--- config.mk ---
export PLATFORM = sky130hd
export DESIGN_NAME = pkt_rr_arb
export DESIGN_NICKNAME = d
export VERILOG_FILES = /design/src/rtl/pkt_arb_pkg.sv /design/src/rtl/pkt_len_guard.sv /design/src/rtl/pkt_rr_arb.sv
export SDC_FILE = /design/constraint.sdc
export NUM_CORES = 1
export LEC_CHECK = 0
export ABC_CLOCK_PERIOD_IN_PS = 8400
export CELL_PAD_IN_SITES_DETAIL_PLACEMENT = 1
export CELL_PAD_IN_SITES_GLOBAL_PLACEMENT = 1
export CORE_UTILIZATION = 35
export DETAILED_ROUTE_END_ITERATION = 7
export MAX_ROUTING_LAYER = met4
export PLACE_DENSITY_LB_ADDON = 0.1
export SLEW_MARGIN = 25
export SYNTH_ARGS = -nofsm -noshare
export SYNTH_HDL_FRONTEND = slang
export SYNTH_HIERARCHICAL = 1
export SYNTH_SLANG_ARGS = --single-unit
--- constraint.sdc ---
create_clock -name clk -period 8.4 [get_ports clk]
set_input_delay 0.84 -clock clk [delete_from_list [all_inputs] [get_ports clk]]
set_output_delay 0.84 -clock clk [all_outputs]
set_load 0.005 [all_outputs]
--- src/rtl/pkt_arb_pkg.sv ---
// Shared types and constants for the packet round-robin arbiter.
package pkt_arb_pkg;

    localparam int NUM_CH      = 2;
    localparam int DEF_MAX_LEN = 128;
    localparam int DEF_DW      = 16;

    typedef enum logic [2:0] {IDLE, BUSY0, BUSY1, DROP0, DROP1} state_t;

    typedef struct packed {
        logic              sop;
        logic              eop;
        logic              err;
        logic [DEF_DW-1:0] data;
    } pkt_beat_t;

endpackage

--- src/rtl/pkt_len_guard.sv ---
// Beat counter for the granted packet; flags the over-length beat and any stray sop.
module pkt_len_guard
    import pkt_arb_pkg::*;
#(
    parameter int MAX_LEN = DEF_MAX_LEN,
    parameter int LEN_W   = 16
) (
    input  logic clk,
    input  logic rst,
    input  logic i_clr,
    input  logic i_inc,
    input  logic i_sop,
    input  logic i_eop,
    output logic o_first,
    output logic o_overlen,
    output logic o_stray
);

    logic [LEN_W-1:0] r_len_cnt;

    always_ff @(posedge clk) begin
        if (rst || i_clr) begin
            r_len_cnt <= '0;
        end else if (i_inc) begin
            r_len_cnt <= r_len_cnt + LEN_W'(1);
        end
    end

    assign o_first   = (r_len_cnt == '0);
    assign o_stray   = i_inc & i_sop & ~o_first;
    assign o_overlen = i_inc & ~i_eop & (r_len_cnt == LEN_W'(MAX_LEN - 1));

endmodule

--- src/rtl/pkt_rr_arb.sv ---
// Packet-granular round-robin arbiter feeding one packet FIFO from two sources.
// Optional statistics counters are enabled with `define PKT_ARB_STAT_EN.
module pkt_rr_arb
    import pkt_arb_pkg::*;
#(
    parameter int DW      = 16,
    parameter int MAX_LEN = DEF_MAX_LEN,
    parameter int LEN_W   = 16
) (
    input  logic          clk,
    input  logic          rst,
    input  logic          ch0_vld,
    input  logic          ch0_sop,
    input  logic          ch0_eop,
    input  logic          ch0_err,
    input  logic [DW-1:0] ch0_din,
    output logic          ch0_rdy,
    input  logic          ch1_vld,
    input  logic          ch1_sop,
    input  logic          ch1_eop,
    input  logic          ch1_err,
    input  logic [DW-1:0] ch1_din,
    output logic          ch1_rdy,
    input  logic          dout_rdy,
    output logic          dout_vld,
    output logic          dout_sop,
    output logic          dout_eop,
    output logic          dout_err,
    output logic [DW-1:0] dout
`ifdef PKT_ARB_STAT_EN
    ,
    output logic [15:0]   pkt_cnt0,
    output logic [15:0]   pkt_cnt1,
    output logic [15:0]   err_cnt
`endif
);

    state_t            r_state;
    state_t            w_next;
    logic              r_last;
    logic [NUM_CH-1:0] w_req;
    logic              w_grant;
    logic              w_grant1;
    logic              w_sel1;
    logic              w_busy;
    logic              w_drop;
    logic              w_vld;
    logic              w_sop;
    logic              w_eop;
    logic              w_err;
    logic [DW-1:0]     w_din;
    logic              w_rdy;
    logic              w_acc;
    logic              w_clr;
    logic              w_inc;
    logic              w_first;
    logic              w_overlen;
    logic              w_stray;
    logic              w_force;

    assign w_req    = {ch1_vld & ch1_sop, ch0_vld & ch0_sop};
    assign w_grant  = |w_req;
    // On a tie the channel that did not win last time gets the grant.
    assign w_grant1 = w_req[1] & (~w_req[0] | ~r_last);

    assign w_sel1 = (r_state == BUSY1) || (r_state == DROP1);
    assign w_busy = (r_state == BUSY0) || (r_state == BUSY1);
    assign w_drop = (r_state == DROP0) || (r_state == DROP1);

    assign w_vld = w_sel1 ? ch1_vld : ch0_vld;
    assign w_sop = w_sel1 ? ch1_sop : ch0_sop;
    assign w_eop = w_sel1 ? ch1_eop : ch0_eop;
    assign w_err = w_sel1 ? ch1_err : ch0_err;
    assign w_din = w_sel1 ? ch1_din : ch0_din;
    assign w_rdy = w_sel1 ? ch1_rdy : ch0_rdy;

    assign w_acc   = w_vld & w_rdy & (w_busy | w_drop);
    assign w_clr   = (r_state == IDLE) & w_grant;
    assign w_inc   = w_busy & w_acc;
    assign w_force = w_stray | w_overlen;

    pkt_len_guard #(
        .MAX_LEN (MAX_LEN),
        .LEN_W   (LEN_W)
    ) u_len_guard (
        .clk       (clk),
        .rst       (rst),
        .i_clr     (w_clr),
        .i_inc     (w_inc),
        .i_sop     (w_sop),
        .i_eop     (w_eop),
        .o_first   (w_first),
        .o_overlen (w_overlen),
        .o_stray   (w_stray)
    );

    always_ff @(posedge clk) begin
        if (rst) begin
            r_state <= IDLE;
            r_last  <= 1'b1;
        end else begin
            r_state <= w_next;
            if (w_clr) begin
                r_last <= w_grant1;
            end
        end
    end

    always_comb begin
        w_next = r_state;
        case (r_state)
            IDLE: begin
                if (w_grant) begin
                    w_next = w_grant1 ? BUSY1 : BUSY0;
                end
            end
            BUSY0, BUSY1: begin
                // A forced close on a beat that already carries eop leaves nothing to drop.
                if (w_inc) begin
                    if (w_eop) begin
                        w_next = IDLE;
                    end else if (w_force) begin
                        w_next = w_sel1 ? DROP1 : DROP0;
                    end
                end
            end
            DROP0, DROP1: begin
                if (w_acc && w_eop) begin
                    w_next = IDLE;
                end
            end
            default: w_next = IDLE;
        endcase
    end

    always_comb begin
        ch0_rdy = 1'b0;
        ch1_rdy = 1'b0;
        if (!rst) begin
            case (r_state)
                IDLE: begin
                    ch0_rdy = ~ch0_sop;
                    ch1_rdy = ~ch1_sop;
                end
                BUSY0:   ch0_rdy = dout_rdy;
                BUSY1:   ch1_rdy = dout_rdy;
                DROP0:   ch0_rdy = 1'b1;
                DROP1:   ch1_rdy = 1'b1;
                default: ;
            endcase
        end
    end

    always_ff @(posedge clk) begin
        if (rst) begin
            dout_vld <= 1'b0;
            dout_sop <= 1'b0;
            dout_eop <= 1'b0;
            dout_err <= 1'b0;
            dout     <= '0;
        end else begin
            dout_vld <= w_inc;
            dout_sop <= w_inc & w_sop & w_first;
            dout_eop <= w_inc & (w_eop | w_force);
            dout_err <= w_inc & (w_err | w_force);
            if (w_inc) begin
                dout <= w_din;
            end
        end
    end

`ifdef PKT_ARB_STAT_EN
    function automatic logic [15:0] sat_inc(input logic [15:0] v);
        return (v == 16'hFFFF) ? v : v + 16'd1;
    endfunction

    always_ff @(posedge clk) begin
        if (rst) begin
            pkt_cnt0 <= '0;
            pkt_cnt1 <= '0;
            err_cnt  <= '0;
        end else begin
            if (w_clr && !w_grant1) begin
                pkt_cnt0 <= sat_inc(pkt_cnt0);
            end
            if (w_clr && w_grant1) begin
                pkt_cnt1 <= sat_inc(pkt_cnt1);
            end
            if (w_inc && w_force) begin
                err_cnt <= sat_inc(err_cnt);
            end
        end
    end
`endif

endmodule

==> flow_metrics.tcl <==
set metrics [dict create \
    crit_type "in -> reg" \
    ant_nets 0 \
    cpMaxStageDelayCell "nor4_1" \
    drt-wirelength-per-cell_um 15.5 \
    rsz0062_at_grt "false" \
    final_common_cell "clkdlybuf4s50_1" \
    status "completed" \
    final-hold-violation-count 0 \
    routed_via_density 5.37 \
    instances_no_fill 381 \
    multiInputGateArea_um2 1300 \
    timing.slew.headroom_pct 56.4 \
    die_h_um 82.1 \
    design_area_um2 3000 \
    period_share_pct 48.5 \
    grt-ovfl-total 0 \
    dieArea_um2 6740 \
    dp_hpwl_um 4380 \
    area_growth_pct 33.6 \
    cp-start-kind "primary input" \
    cts_hold_buffers 0 \
    drt_wl_total_um 5890 \
    antenna_cells 0 \
    numClockSinks 40 \
    syn-cell-area_um2 2240 \
    yosysSeqAreaShare_pct 35.7 \
    postLayoutCoreUtil_pct 49.5 \
    yosysWarnings 6 \
    synth_fp_nets 293 \
    clock_skew_ns 0.00599 \
    clk_latency_ns 0.29 \
    cts_made_buffers 5 \
    slew_violations 0 \
    synthCells 248 \
    place.gp.congestion 0.703 \
    worstSetupEndpointType "flip-flop" \
    grt_first_pass_wirelength_um 9240 \
    cts_root_buffer "clkbuf_8" \
    start_util_pct 37.0 \
    rows 28 \
    setup_tns_ns 0 \
    vias 2047 \
    dp_cells 373 \
    fin_crit_ns 4.07 \
    netlist-cell-type-count 52 \
    max_stage_delay_ns 0.45 \
    pre_cts_ws_ns 3.99 \
    setup_slack_ns 4.33 \
    path_cells "clkdlybuf4s50_1, buf_4, nor2_1, o21ai_2, o32ai_4, buf_4, nand4_1, nor4_1, nor2_1, o211ai_1, o31ai_1, o311ai_0, nand2_1" \
    dr.pass1.iters 4 \
    cp_data_arrival_time_ns 4.26 \
    max_cap_viol_count 0 \
    final_cell_mix "64 x clkdlybuf4s50_1, 40 x dfxtp_1, 27 x nor2_1" \
    tritoncts "yes" \
    antenna_found_initial 0 \
    p_leak_uw 0.000964 \
    drtIter0Drc 62 \
    cts.clk_slew.worst_paths_ns 0.08 \
    htree_levels 2 \
    cts.path.max_buffers 2 \
    ys_ff_latch 40 \
    drive_above_1_share_pct 9.80 \
    avgSynthCellArea_um2 9.05 \
    core_um2 6060 \
    place_area_um2 2890 \
    synth-async-reset-ratio_pct 0 \
    cts_resized 0 \
    drc_errors 0 \
    grt_pass1_vias 2005 \
    finalSetupViolCount 0 \
    ff_latch_area_um2 801 \
    postCtsSetupBuffers 0 \
    vdd_drop_max_uv 82.2 \
    power.density_nw_per_um2 186 \
    reg2reg_slack_ns 4.74 \
    clock.fmax_ghz 0.245 \
    hp-class "reg -> reg" \
    grt_usage_pct 18.7 \
    io_buffer_count 64 \
    ios 65 \
    synth-edff-count 0 \
    die_w_um 82.1 \
    crit_fanout 43 \
    grt_max_degree 44 \
    fin_nets 350 \
    ys.flop_type "dfxtp_1" \
    worst_pin_slew_ns 0.653 \
    cp.required_ns 8.58 \
    nFillCells 723 \
]
path summary, 6_finish.rpt:
path                                               start  depth (start not counted)                                     end
setup reg to reg                 r_state[1]$_SDFFE_PP0P_                         11                 r_state[0]$_SDFFE_PP0P_
setup / recovery                                     rst                         13                 r_state[0]$_SDFFE_PP0P_
hold reg to reg   u_len_guard/r_len_cnt[15]$_SDFFE_PP0P_                          2  u_len_guard/r_len_cnt[15]$_SDFFE_PP0P_
hold / removal    u_len_guard/r_len_cnt[15]$_SDFFE_PP0P_                          2  u_len_guard/r_len_cnt[15]$_SDFFE_PP0P_
area by class of cell:
cell class | instances | area share, %
Clock inverter | 3 | 1.42
Timing Repair Buffer | 67 | 22.1
Multi-Input combinational cell | 183 | 43.3
Clock buffer | 5 | 2.29
Sequential cell | 40 | 26.7
Tap cell | 75 | 3.13
Inverter | 8 | 1.00
registers in the layout, indices dropped and copies added, names as in the netlist:
| register | count |
|---|---|
| u_len_guard/r_len_cnt | 16 |
| dout | 16 |
| dout_sop | 1 |
| dout_eop | 1 |
| dout_vld | 1 |
| r_last | 1 |
| dout_err | 1 |
| r_state | 3 |
worst max-delay path, delay by kind of cell:
family | cells | cell delay [ns]
buffers and inverters | 3 | 1.07
AO/OA/AOI/OAI | 5 | 1.02
AND/OR/NAND/NOR | 5 | 1.28
per-stage QoR:
stage / power (µW) / hold WS [ns]
3_3_place_gp: 402 / 0.465
5_1_grt: 593 / 0.517
4_1_cts: 566 / 0.488
6_report: 557 / 0.485
3_5_place_dp: 406 / 0.478
2_1_floorplan: 348 / 0.444
synthesized netlist by cell type (2+ instances only):
| cell type | n | area, µm² |
|---|---|---|
| dfxtp_1 | 40 | 801 |
| nor2_1 | 27 | 101 |
| mux2i_1 | 22 | 220 |
| nand2_1 | 16 | 60.1 |
| a21oi_1 | 12 | 60.1 |
| a211oi_2 | 10 | 125 |
| nand4_1 | 9 | 56.3 |
| inv_1 | 8 | 30.0 |
| buf_4 | 7 | 52.6 |
| nor4_1 | 7 | 43.8 |
| or3_1 | 7 | 43.8 |
| a211oi_1 | 6 | 45.0 |
| o21ai_0 | 5 | 25.0 |
| o31ai_1 | 5 | 37.5 |
| buf_2 | 4 | 20.0 |
| nand3_1 | 4 | 20.0 |
| o21a_1 | 4 | 30.0 |
| or4_1 | 4 | 30.0 |
| buf_6 | 3 | 33.8 |
| clkbuf_1 | 3 | 11.3 |
| nand2b_1 | 3 | 18.8 |
| nor3_1 | 3 | 15.0 |
| xor2_1 | 3 | 26.3 |
| and3b_1 | 2 | 17.5 |
| ha_1 | 2 | 25.0 |
| mux2_2 | 2 | 22.5 |
| nor2b_1 | 2 | 12.5 |
| nor3b_1 | 2 | 15.0 |
| o311ai_0 | 2 | 17.5 |
| o31a_1 | 2 | 17.5 |
per-layer routing:
| metal | track usage, % | wire (µm) | vias up |
|---|---|---|---|
| met5 | - | 0 | - |
| met4 | 7.19 | 131 | 0 |
| met3 | 4.11 | 263 | 11 |
| met1 | 22.1 | 2710 | 960 |
| met2 | 30.7 | 2790 | 37 |
| li1 | - | - | 1039 |
cell families (layout without fill, tap and decap cells):
group | Yosys count | after routing | synth area share [%]
AND/OR/NAND/NOR | 95 | 95 | 22.8
AO/OA/AOI/OAI | 58 | 58 | 21.5
flip-flops | 40 | 40 | 35.7
buffers and inverters | 25 | 83 | 6.58
multiplexers | 24 | 24 | 10.8
XOR/XNOR | 4 | 4 | 1.56
adder cells (fa/ha/maj) | 2 | 2 | 1.11
power by group:
| group | internal (µW) | leakage, µW | switching (µW) |
|---|---|---|---|
| Combinational | 89.0 | 0.000586 | 84.7 |
| Sequential | 201 | 0.000323 | 23.7 |
| Clock | 87.9 | 0.0000541 | 70.7 |
Note: power is estimated with default switching activity, not from simulation.
